$ cat config.mk
export PLATFORM = sky130hd
export DESIGN_NAME = instruction_fetch
export DESIGN_NICKNAME = d
export VERILOG_FILES = /design/src/rtl/core_pkg.sv /design/src/rtl/instruction_fetch.sv
export SDC_FILE = /design/constraint.sdc
export NUM_CORES = 1
export LEC_CHECK = 0
export BUFFER_PORTS_ARGS = -buffer_cell sky130_fd_sc_hd__buf_2
export CAP_MARGIN = 20
export CELL_PAD_IN_SITES_DETAIL_PLACEMENT = 2
export CELL_PAD_IN_SITES_GLOBAL_PLACEMENT = 2
export CORE_ASPECT_RATIO = 0.7
export CORE_MARGIN = 2
export CORE_UTILIZATION = 22
export CTS_BUF_LIST = sky130_fd_sc_hd__clkbuf_2
export CTS_CLUSTER_SIZE = 20
export DETAILED_ROUTE_END_ITERATION = 6
export HOLD_SLACK_MARGIN = 0.05
export PLACE_DENSITY_LB_ADDON = 0.1
export SETUP_SLACK_MARGIN = 0.05
export SKIP_LAST_GASP = 1
export SLEW_MARGIN = 30
export SYNTH_ARGS = -nofsm -noshare
export SYNTH_HDL_FRONTEND = slang
export SYNTH_SLANG_ARGS = --single-unit
$ cat constraint.sdc
create_clock -name clk -period 2.15 [get_ports clk]
set_input_delay 0.215 -clock clk [delete_from_list [all_inputs] [get_ports clk]]
set_output_delay 0.215 -clock clk [all_outputs]
set_load 0.02 [all_outputs]
$ cat src/rtl/core_pkg.sv
// Shared core types: fetch FSM encoding, datapath width and address helpers.
package core_pkg;

  localparam int unsigned XLEN = 32;

  typedef enum logic [2:0] {
    IDLE,
    REQ,
    WAIT,
    HOLD,
    DROP
  } fetch_state_t;

  localparam logic [XLEN-1:0] INST_NOP = 32'h0000_0013;

  // Clear the byte-offset bits so fetch and PC addresses stay word aligned.
  function automatic logic [XLEN-1:0] word_align(input logic [XLEN-1:0] addr);
    return addr & ~XLEN'(3);
  endfunction

endpackage

$ cat src/rtl/instruction_fetch.sv
// Fetch stage: one outstanding imem request, one-entry instruction buffer,
// PC advance / redirect written back to the register file PC port.
module instruction_fetch
  import core_pkg::*;
#(
  parameter int unsigned PC_STEP = 4
) (
  input  logic            clk,
  input  logic            rst_n,
  input  logic [XLEN-1:0] pc_read_data,
  output logic [XLEN-1:0] pc_write_data,
  output logic            pc_write_enable,
  output logic            imem_req_valid,
  input  logic            imem_req_ready,
  output logic [XLEN-1:0] imem_addr,
  input  logic            imem_resp_valid,
  input  logic [XLEN-1:0] imem_resp_data,
  output logic            inst_valid,
  input  logic            inst_ready,
  output logic [XLEN-1:0] inst_data,
  output logic [XLEN-1:0] inst_pc,
  input  logic            redirect_valid,
  input  logic [XLEN-1:0] redirect_pc
);

  fetch_state_t    state_q, state_d;
  logic            inst_valid_q;
  logic [XLEN-1:0] inst_data_q;
  logic [XLEN-1:0] inst_pc_q;
  logic            redirect;
  logic            accept;
  logic            consume;

  // Next state and combinational handshake / PC write-back.
  always_comb begin
    state_d         = state_q;
    imem_req_valid  = 1'b0;
    imem_addr       = '0;
    pc_write_enable = 1'b0;
    pc_write_data   = '0;

    redirect = redirect_valid && (state_q != IDLE);
    if (state_q == REQ) begin
      imem_req_valid = 1'b1;
      imem_addr      = word_align(pc_read_data);
    end
    accept  = imem_req_valid && imem_req_ready;
    consume = (state_q == HOLD) && inst_ready && !redirect;

    if (redirect) begin
      pc_write_enable = 1'b1;
      pc_write_data   = word_align(redirect_pc);
    end else if (consume) begin
      pc_write_enable = 1'b1;
      pc_write_data   = inst_pc_q + XLEN'(PC_STEP);
    end

    // A redirect must still swallow any response already owed by memory.
    case (state_q)
      IDLE: state_d = REQ;
      REQ: begin
        if (redirect)    state_d = accept ? DROP : REQ;
        else if (accept) state_d = WAIT;
      end
      WAIT: begin
        if (redirect)             state_d = imem_resp_valid ? REQ : DROP;
        else if (imem_resp_valid) state_d = HOLD;
      end
      HOLD: begin
        if (redirect || consume) state_d = REQ;
      end
      DROP: begin
        if (imem_resp_valid) state_d = REQ;
      end
      default: state_d = IDLE;
    endcase
  end

  always_ff @(posedge clk or negedge rst_n) begin
    if (!rst_n) state_q <= IDLE;
    else        state_q <= state_d;
  end

  // One-entry instruction buffer presented to decode.
  always_ff @(posedge clk or negedge rst_n) begin
    if (!rst_n) begin
      inst_valid_q <= 1'b0;
      inst_data_q  <= '0;
      inst_pc_q    <= '0;
    end else begin
      if (accept) inst_pc_q <= imem_addr;
      if ((state_q == WAIT) && imem_resp_valid && !redirect) begin
        inst_data_q  <= imem_resp_data;
        inst_valid_q <= 1'b1;
      end else if (redirect || consume) begin
        inst_valid_q <= 1'b0;
      end
    end
  end

  assign inst_valid = inst_valid_q;
  assign inst_data  = inst_data_q;
  assign inst_pc    = inst_pc_q;

endmodule

== After elaboration in Yosys (flattened, before gate mapping) ==
Cells that the tools add are included.

* Add/subtract/negate cells: 1
* Reductions and logical operators: 12
* Equality and inequality tests: 8
* Mux-type cells: 17

{| class="wikitable"
|+ Operator list
! operator !! count
|-
| $mux 32 || 3
|-
| $add 32x3->32 const B || 1
|-
| $mux 3 || 8
|-
| $pmux 3 s5 || 1
|-
| $eq 3x2->1 const B || 2
|-
| $logic_and 1x1->1 || 6
|-
| $ne 3x3->1 const B || 2
|-
| $mux 1 || 5
|-
| $reduce_and 4->1 || 1
|-
| $eq 3x1->1 const B || 1
|-
| $eq 3x3->1 const B || 1
|-
| $logic_not 3->1 || 1
|-
| $reduce_bool 3->1 || 1
|-
| $ne 2x1->1 const B || 1
|-
| $ne 2x2->1 const B || 1
|-
| $reduce_bool 2->1 || 1
|-
| $logic_not 1->1 || 1
|-
| $logic_or 1x1->1 || 1
|}

* Output and inout port bits: 131
* Word-level logic and storage cells: 42
* Input bits: 102
* Bits in registers: 68

== Logic depth before layout (Yosys ltp) ==
Gate-level depths: netlist (run 1).

* Word-level depth: 7
* Depth in mapped cells: 7
* Mapped depth without buffers: 5

== Worst setup path after synthesis (run 1) ==
No wires, ideal clock.

* Kind: reg-to-output
* Start: reg inst_pc_q[2], in the netlist inst_pc[2]
* End: out pc_write_data[30]
* Slack: -0.089 ns
* Arrival time: 2.024 ns
* Required time: 1.935 ns
* Path buffers: 1
* Stages on the path, launching flop included: 7
* Cell sequence: dfrtp_1 > ha_1 > and3_1 > nand4_1 > clkbuf_1 > or3_1 > o211ai_1

* Cells in the longest elaborated chain, start to end: 3

{| class="wikitable"
|+ RTL lines
! element !! line !! source
|-
| start, declared || instruction_fetch.sv:29 || <nowiki>logic [XLEN-1:0] inst_pc_q;</nowiki>
|-
| start signal, assigned || instruction_fetch.sv:91 || <nowiki>if (accept) inst_pc_q <= imem_addr;</nowiki>
|-
| $add 32x3->32 || instruction_fetch.sv:55 || <nowiki>pc_write_data = inst_pc_q + XLEN'(PC_STEP);</nowiki>
|-
| $mux 32 || instruction_fetch.sv:53 || <nowiki>end else if (consume) begin</nowiki>
|-
| $mux 32 || instruction_fetch.sv:50 || <nowiki>if (redirect) begin</nowiki>
|-
| end, declared || instruction_fetch.sv:11 || <nowiki>output logic [XLEN-1:0] pc_write_data,</nowiki>
|}

No other way between the ends.

== Worst setup path in the final report (run 1) ==
* Start: reg state_q[2]
* End: out pc_write_data[22]

* Cells in the longest elaborated chain, start to end: 6
* Elaborated cells between the ends (all ways): 8
* Those cells by class: eq/ne: 1; mux: 2; reduce/logical: 5

{| class="wikitable"
|+ RTL lines
! element !! line !! source
|-
| start, declared || instruction_fetch.sv:26 || <nowiki>fetch_state_t state_q, state_d;</nowiki>
|-
| start signal, assigned || instruction_fetch.sv:81 || <nowiki>else state_q <= state_d;</nowiki>
|-
| $reduce_bool 3->1 || instruction_fetch.sv:42 || <nowiki>redirect = redirect_valid && (state_q != IDLE);</nowiki>
|-
| $logic_and 1x1->1 || instruction_fetch.sv:42 ||
|-
| $logic_not 1->1 || instruction_fetch.sv:48 || <nowiki>consume = (state_q == HOLD) && inst_ready && !redirect;</nowiki>
|-
| $logic_and 1x1->1 || instruction_fetch.sv:48 ||
|-
| $mux 32 || instruction_fetch.sv:53 ||
|-
| $mux 32 * || instruction_fetch.sv:50 ||
|}

Mark *: on every way between the ends. The rest lies on a longest branch, timed or not.

==> flow_summary.ini, run 1 <==
[power_and_ir_drop]
swShare = 0.462
seq_power_share = 0.255
p_int_w = 0.00465
ir_drop_mv = 0.505
p_leak_nw = 3.46
power_density_mw_per_mm2 = 1220
power_frac_clock = 0.086
finalPower_w = 0.00865
p_sw_w = 0.00399
combinationalPowerShare = 0.659

[grt]
grt-ovfl-total = 0
grt_max_degree = 67
antenna_found_initial = 1
grt_first_pass_wirelength_um = 28000
grt.total_usage = 0.200
grt_pass1_vias = 4847

[placed_design]
place_area_sq_mm = 0.00544
gp_congestion = 0.774
dp_hpwl_um = 12100
dpl_worst_slack_ps = -111
dpl.cell_count = 832
portBuffers = 222

[cts]
clock_path_buffers = 2
cts_buffers = 9
clk_latency_ps = 510
cts_tree = done
htree_levels = 3
cts_root_buf = clkbuf_2
cts_num_sinks = 66
clk_pin_slew_ps = 190

[synth]
ys_ff_latch = 66
ys_types = 39
synth_top_area_frac = 0.441
ys_warn_count = 0
synth_area_sq_mm = 0.00375
ys_seq_area_frac = 0.441
synthCells = 364
syn_avg_cell_area_sq_um = 10.3
synth_top_cell_by_area = dfrtp_1
synth_area_leaders = dfrtp_1 44%, mux2_2 18%, and2_1 5.2%, nand2_1 3.9%, nand3_1 3.9%

[routing]
routedWlPerCell_um = 19.3
vias = 4328
post-route-drc-count = 0
drtIter0Drc = 162
firstDrtPassIters = 4
postRouteAntennaNets = 0
vias_per_cell = 4.60
wirelength_um = 18200

[floorplan]
die_area_sq_mm = 0.0181
die_h_um = 113
start_util = 0.227
placementRows = 39
core_area_sq_mm = 0.0165
die_x_um = 160
io_pins = 233

[timing]
setup_ws_ps = -551
timing.fmax_mhz = 370
tightest_slew_ps = 648
min_period_over_period = 1.26
fin_crit_ps = 2700
relSlewSlack = 0.568
setup_viol = 33
final.setup_skew_ps = 22.3
hold_viol = 0
rsz0062_at_grt = yes
drv_slew = 0

[cells_and_area]
fin_area_sq_mm = 0.00707
layout.cells.non_filler = 941
nets = 814
layout-drive-gt1-share = 0.597
ff_latch_area_sq_mm = 0.00166
multi_input_area_sq_mm = 0.00224
syn_to_final_growth_pct = 88.7
nFillCells = 1803

[critical_path]
crit_start = state_q[2]
r2r_end = inst_data[11]
critPathMaxStageDelay_ps = 520
rrSetupSlack_ps = 150
critPathArrivalTime_ps = 2490
worst_setup_path_end_kind = primary output
setup.worst_path.end = pc_write_data[22]
start_kind = register
path_cells = or3b_4 -> or2_4 -> buf_8 -> or4_1 -> nand3_2 -> buf_6
cp_max_fo = 12
reg2regPathDepth = 6
crit_family = simple AND/OR/NAND/NOR gates
critPathSlowestCell = or4_1
r2r_start = state_q[2]
worstPathRequired_ps = 1930
crit_buf_inv = 2
criticalPathCategory = reg -> out
cp_num_cells = 6

[flow_run]
cap_viol_max_count = 0

[outcome]
violations = setup timing
status = finished, violations left

[min_path]
hold_class = in -> reg
-- worst reg2reg max path: stages, from the launching register on --
cell	delay, ps
dfrtp_1	430
or3b_4	400
buf_4	140
buf_6	120
or2_2	310
buf_12	180
mux2_2	310
-- cells in the final DEF (no fill, tap or decap), drive strengths merged, types with 2 or more instances in the layout --
| cell | Yosys | final |
|---|---|---|
| buf | 15 | 294 |
| dlygate4sd3 | 0 | 66 |
| dfrtp | 66 | 66 |
| mux2 | 61 | 61 |
| nand2 | 39 | 39 |
| and2 | 31 | 31 |
| nand3 | 29 | 29 |
| o211ai | 17 | 17 |
| o21ai | 16 | 16 |
| or4 | 15 | 15 |
| clkbuf | 15 | 9 |
| nand4 | 8 | 8 |
| xor2 | 7 | 7 |
| conb | 1 | 6 |
| and4 | 5 | 5 |
| or3 | 4 | 4 |
| nor2 | 4 | 4 |
| and3 | 4 | 4 |
| xnor2 | 3 | 3 |
| clkinv | 0 | 3 |
| nor3 | 2 | 2 |
| a22o | 2 | 2 |
| nand2b | 2 | 2 |
| a22oi | 2 | 2 |
| clkinvlp | 0 | 2 |
| o311ai | 2 | 2 |
| or2 | 2 | 2 |
-- cell usage after synthesis --
cell,number
o21ai_0,16
xnor2_1,3
o311a_1,1
conb_1,1
nand4_1,8
nor2_1,4
mux2i_1,1
o31a_1,1
and3b_1,1
a32o_1,1
buf_4,7
buf_2,6
nand3_1,29
buf_6,2
nor3b_1,1
o211ai_1,17
xor2_1,7
and4_1,5
o311ai_0,2
inv_1,1
nor2b_1,1
or3_1,4
clkbuf_1,15
dfrtp_1,66
mux2_2,61
a221o_1,1
nand2b_1,2
a22o_1,2
ha_1,1
or4_1,15
and2_1,31
a22oi_1,2
nand2_1,39
and3_1,4
or3b_4,1
or2_2,1
nor3_1,2
nand3b_1,1
or2_1,1
-- repair_timing --
action,4_1_cts,5_1_grt
pin swaps,26,13
gates resized for setup,154,37
hold buffers,66,0
setup endpoints to repair,61,62
buffers inserted,20,8
gates cloned,6,0
hold endpoints to repair,130,0
-- sequential cells by signal (all words and copies together) (netlist names) --
signal      count
inst_data      32
inst_pc        30
state_q         3
inst_valid      1
-- routing by layer --
metal	GRT usage	wire length (um)	vias up
met5	0	0	-
met4	0.0438	191	0
met3	0.0396	739	13
met2	0.349	9170	121
met1	0.258	8110	2186
li1	-	-	2008
-- worst min-delay path by stage --
stage	cells past startpoint	from	to
global route	4	redirect_valid	state_q[2]
CTS	4	redirect_valid	state_q[2]
floorplan	0	rst_n	inst_data[0]
finish	4	redirect_valid	state_q[2]
detailed placement	1	rst_n	inst_pc[6]
global placement	1	rst_n	inst_pc[6]
-- stage by stage --
stage	util	setup TNS, ps	hold WS [ps]
6_report	0.429	-11870	121
5_1_grt	0.429	-20630	65.1
4_1_cts	0.418	-14610	57.7
3_5_place_dp	0.330	-984	410
3_3_place_gp	0.330	-440	391
2_1_floorplan	-	0	-80.6
-- kinds of logic after synthesis --
group / Yosys count / synth area share
and+or+nand+nor: 150 / 0.222
muxes: 62 / 0.186
adders and majority gates: 1 / 0.00334
DFF: 66 / 0.441
buffers and inverters: 31 / 0.0441
xor gates and xnor gates: 10 / 0.0234
other: 1 / 0.00100
AOI/OAI and AO/OA: 43 / 0.0791
-- power groups by stage --
stage | Clock (W) | Combinational [W] | Sequential (W)
CTS | 0.000786 | 0.00554 | 0.00219
global placement | 0 | 0.00449 | 0.00218
finish | 0.000740 | 0.00570 | 0.00221
global route | 0.000831 | 0.00608 | 0.00228
floorplan | 0 | 0.00180 | 0.00296
detailed placement | 0 | 0.00458 | 0.00223
-- cell type report --
class	instances	share of cell area
Clock buffer	9	0.00637
Antenna cell	1	0.000354
Tap cell	225	0.0398
Clock inverter	6	0.00831
Timing Repair Buffer	361	0.393
Sequential cell	66	0.234
Multi-Input combinational cell	272	0.317
Inverter	1	0.000531
Power figures use the tool's default switching activity.
==> run 2: changes to the inputs <==
--- a/config.mk
+++ b/config.mk
@@ -11,7 +11,7 @@
 export CELL_PAD_IN_SITES_GLOBAL_PLACEMENT = 2
 export CORE_ASPECT_RATIO = 0.7
 export CORE_MARGIN = 2
-export CORE_UTILIZATION = 22
+export CORE_UTILIZATION = 26
 export CTS_BUF_LIST = sky130_fd_sc_hd__clkbuf_2
 export CTS_CLUSTER_SIZE = 20
 export DETAILED_ROUTE_END_ITERATION = 6
==> constraint.sdc (replaced) <==
create_clock -name clk -period 3.5 [get_ports clk]
set_input_delay 0.35 -clock clk [delete_from_list [all_inputs] [get_ports clk]]
set_output_delay 0.35 -clock clk [all_outputs]
set_load 0.02 [all_outputs]
==> flow_summary.ini, run 2 (synthesis results as in run 1) <==
[cells_and_area]
largest_register_ffs = 32
mostFrequentLayoutCells = 221 x buf_2, 65 x dfrtp_1, 61 x mux2_2
nets = 738
nFillCells = 1619
syn_to_final_growth_pct = 53.5
layout-drive-gt1-share = 0.483
layout.cells.non_filler = 831
final_common_cell = buf_2

[critical_path]
rrSetupSlack_ps = 1360
cp_max_fo = 9
criticalPathCategory = reg -> out
worstPathRequired_ps = 3150
critPathArrivalTime_ps = 2810
start_kind = register
worst_setup_path_end_kind = primary output

[routing]
post-route-drc-count = 0
vias = 3982
routedWlPerCell_um = 18.5
firstDrtPassIters = 4
drtIter0Drc = 127
vias_per_cell = 4.79
wirelength_um = 15400
postRouteAntennaNets = 0

[placed_design]
gp_congestion = 0.732
dpl.cell_count = 755
portBuffers = 222
dp_hpwl_um = 10400

[timing]
rsz0062_at_grt = no
timing.fmax_mhz = 317
setup_viol = 0
drv_slew = 0
fin_setup_tns_ps = 0
fin_crit_ps = 3160
min_period_over_period = 0.902
final.setup_skew_ps = 28.0
hold_viol = 0
relSlewSlack = 0.455
tightest_slew_ps = 818

[outcome]
status = finished, final reports clean

[power_and_ir_drop]
seq_power_share = 0.333
p_sw_w = 0.00216
combinationalPowerShare = 0.531
power_frac_clock = 0.136
p_int_w = 0.00235
p_leak_nw = 2.87
ir_drop_mv = 0.378
swShare = 0.479
power_density_mw_per_mm2 = 783

[floorplan]
die_area_sq_mm = 0.0154
io_pins = 233
core_area_sq_mm = 0.0140
placementRows = 36
die_h_um = 104
die_x_um = 147
start_util = 0.268

[cts]
cts_num_sinks = 66
clock_path_buffers = 2
cts_buffers = 9
cts_root_buf = clkbuf_2
htree_levels = 3
cts_tree = done
clk_pin_slew_ps = 200
clk_latency_ps = 530

[grt]
grt-ovfl-total = 0
grt_first_pass_wirelength_um = 24200
antenna_found_initial = 1
grt_max_degree = 67
grt_pass1_vias = 4377
grt.total_usage = 0.200

[min_path]
hold_class = in -> reg

[flow_run]
cap_viol_max_count = 0
[run 2: cell count changes in the layout (fill, tap and decap cells not counted), sizes merged]
cell,previous run,this run
buf,294,227
bufinv,1,3
dlygate4sd3,66,58
clkinvlp,2,0
inv,1,2
bufbuf,1,0
[run 2: repair_timing]
action | 4_1_cts | 5_1_grt
endpoints found under the setup margin | 13 | 12
buffers inserted | 0 | 1
resized for setup | 1 | 2
endpoints found under the hold margin | 119 | 4
hold buffers | 54 | 4
pin swaps | 0 | 1
[run 2: final cells by class]
cell class	count	area, sq um	area share
Inverter	1	3.75	0.000653
Clock buffer	9	45.0	0.00783
Multi-Input combinational cell	272	1960	0.340
Timing Repair Buffer	285	1740	0.302
Clock inverter	7	116	0.0202
Sequential cell	66	1650	0.287
Antenna cell	1	2.50	0.000435
Tap cell	190	238	0.0413
[run 2: critical path, cell delays in order, from the launching register on]
cell and delay, ps:
dfrtp_1 510, and3_1 380, nand4_1 360, buf_4 300
or4_1 470, nand3_1 100, buf_2 180
[run 2: path summary, 6_finish.rpt]
check                                       from                 to  cells after the start
worst max-delay path                  inst_pc[4]  pc_write_data[25]                      6
worst min-delay path            pc_read_data[21]        inst_pc[21]                      2
worst max register to register        state_q[2]       inst_data[2]                      3
worst min register to register     inst_data[18]      inst_data[18]                      1
max in group asynchronous                  rst_n         state_q[1]                      2
min in group asynchronous                  rst_n        inst_pc[19]                      2
[run 2: metrics by stage]
step                      hold WS [ps]  total power (W)   util  area [sq um]  setup slack, ps
after CTS                         50.9          0.00453  0.406          5690              144
final                              101          0.00451  0.411          5750              344
after floorplan                   54.4          0.00291      -          3770             1130
after detailed placement           491          0.00385  0.356          4990              662
after global routing              50.5          0.00484  0.411          5750             50.2
after global placement             480          0.00378  0.356          4990              703
[run 2: per-layer routing]
layer	share of wire	up-vias	global-route usage
li1	-	1857	-
met1	0.42	1984	0.239
met2	0.52	127	0.360
met3	0.052	14	0.0526
met4	0.012	0	0.0433
met5	0	-	0
[run 2: power by group through the flow]
stage                     clock (W)  combinational, W  sequential [W]
final                      0.000614           0.00239         0.00150
after global routing       0.000674           0.00258         0.00158
after CTS                  0.000639           0.00239         0.00149
after detailed placement          0           0.00234         0.00151
after global placement            0           0.00230         0.00148
after floorplan                   0           0.00110         0.00181
==> run 3: changes to the inputs <==
--- a/config.mk
+++ b/config.mk
@@ -17,6 +17,7 @@
 export DETAILED_ROUTE_END_ITERATION = 6
 export HOLD_SLACK_MARGIN = 0.05
 export PLACE_DENSITY_LB_ADDON = 0.1
+export REMOVE_ABC_BUFFERS = 1
 export SETUP_SLACK_MARGIN = 0.05
 export SKIP_LAST_GASP = 1
 export SLEW_MARGIN = 30
==> flow_summary.ini, run 3 (synthesis results as in run 1) <==
[outcome]
status = finished, final reports clean

[grt]
grt_first_pass_wirelength_um = 24900
grt_max_degree = 67
grt.total_usage = 0.207
antenna_found_initial = 2
grt_pass1_vias = 4426
grt-ovfl-total = 0

[cells_and_area]
mostFrequentLayoutCells = 221 x buf_2, 65 x dfrtp_1, 64 x dlygate4sd3_1
nFillCells = 1591
largest_register_ffs = 32
final_util = 0.413
final_common_cell = buf_2
syn_to_final_growth_pct = 54.4
nets = 745
layout-drive-gt1-share = 0.482
fin_area_sq_mm = 0.00578

[critical_path]
path_cells = or3b_4 -> or2_4 -> or4_1 -> nand3_1 -> buf_2
crit_family = simple AND/OR/NAND/NOR gates
worst_setup_path_end_kind = primary output
start_kind = register
critPathMaxStageDelay_ps = 550
critPathArrivalTime_ps = 2780
reg2regPathDepth = 3
criticalPathCategory = reg -> out
worstPathRequired_ps = 3150
crit_buf_inv = 1
r2r_start = state_q[2]
r2r_end = inst_data[1]
critPathSlowestCell = dfrtp_1
rrSetupSlack_ps = 1330
cp_max_fo = 27

[cts]
cts_num_sinks = 66
cts_buffers = 9
cts_tree = done
clock_path_buffers = 2
clk_latency_ps = 540
cts_root_buf = clkbuf_2
htree_levels = 3
clk_pin_slew_ps = 220

[timing]
tightest_slew_ps = 845
setup_viol = 0
min_period_over_period = 0.895
relSlewSlack = 0.437
hold_viol = 0
rsz0062_at_grt = no
drv_slew = 0
fin_setup_tns_ps = 0
final.setup_skew_ps = 23.1
timing.fmax_mhz = 319
fin_crit_ps = 3130

[power_and_ir_drop]
p_sw_w = 0.00219
p_leak_nw = 2.87
ir_drop_mv = 0.279
power_density_mw_per_mm2 = 761
seq_power_share = 0.340
combinationalPowerShare = 0.546
finalPower_w = 0.00440
swShare = 0.497
power_frac_clock = 0.114
p_int_w = 0.00221

[min_path]
min_to = state_q[2]
worstHoldStart = imem_resp_valid
hold_class = in -> reg
hold_path_depth = 4

[floorplan]
core_area_sq_mm = 0.0140
die_x_um = 147
io_pins = 233
start_util = 0.268
die_h_um = 104
placementRows = 36
die_area_sq_mm = 0.0154

[routing]
post-route-drc-count = 0
vias_per_cell = 4.77
routedWlPerCell_um = 19.0
vias = 4004
drtIter0Drc = 109
postRouteAntennaNets = 0
firstDrtPassIters = 4
wirelength_um = 15900

[placed_design]
portBuffers = 222
place_area_sq_mm = 0.00499
gp_congestion = 0.717
dp_hpwl_um = 10500

[flow_run]
cap_viol_max_count = 0
run 3: changes by cell type in the layout (fill, tap and decap cells not counted), sizes merged:
| cell | before | now |
|---|---|---|
| clkinvlp | 0 | 2 |
| bufinv | 3 | 1 |
| inv | 2 | 3 |
| diode | 1 | 2 |
| buf | 227 | 228 |
| dlygate4sd3 | 58 | 64 |
| clkinv | 3 | 2 |
run 3: area by class of cell:
cell class,count,area (sq um),share of cell area
clock inverters,7,76.3,0.0132
diodes,2,5.00,0.000865
inverters,1,3.75,0.000649
multi-input cells,272,1960,0.339
repair buffers,292,1800,0.312
flip-flops and latches,66,1650,0.286
clock buffers,9,45.0,0.00779
well taps,190,238,0.0411
run 3: repair_timing:
item                       4_1_cts  5_1_grt
gates resized for setup          1        2
setup endpoints to repair       15       18
hold buffers                    64        0
setup buffers                    0        3
hold endpoints to repair       129        0
pin swaps                        0        2
run 3: routing by layer:
metal,part of all wire,global-route usage,up-vias
met5,0,0,-
met4,0.016,0.0501,0
met3,0.055,0.0579,18
met2,0.51,0.371,133
met1,0.42,0.246,1978
li1,-,-,1875
run 3: tightest hold or removal path: cells and delay by family:
kind                   cells  cell delay, ps
AND/OR/NAND/NOR            2             150
AO/OA/AOI/OAI              1              70
buffers and inverters      1              90
run 3: how the worst max path moves through the flow:
stage,startpoint,cells past startpoint,end,slack [ps]
global route,state_q[2],6,pc_write_data[27],100
floorplan,state_q[2],3,inst_pc[10],1
detailed placement,state_q[1],5,pc_write_data[24],580
finish,state_q[2],5,pc_write_data[24],370
CTS,state_q[1],5,pc_write_data[24],60
global placement,state_q[1],5,pc_write_data[24],640
run 3: stage by stage:
step | cells | hold slack (ps) | setup slack (ps)
floorplan | 339 | 54.4 | 1.48
global placement | 754 | 483 | 643
detailed placement | 754 | 489 | 583
CTS | 834 | 72.1 | 57.0
global route | 839 | 125 | 96.3
finish | 839 | 146 | 368
run 3: power groups by stage:
| stage | combinational, W | clock (W) | sequential [W] |
|---|---|---|---|
| after floorplan | 0.00104 | 0 | 0.00182 |
| after global placement | 0.00231 | 0 | 0.00147 |
| after detailed placement | 0.00236 | 0 | 0.00151 |
| after CTS | 0.00242 | 0.000529 | 0.00150 |
| after global routing | 0.00259 | 0.000564 | 0.00159 |
| final | 0.00240 | 0.000501 | 0.00150 |
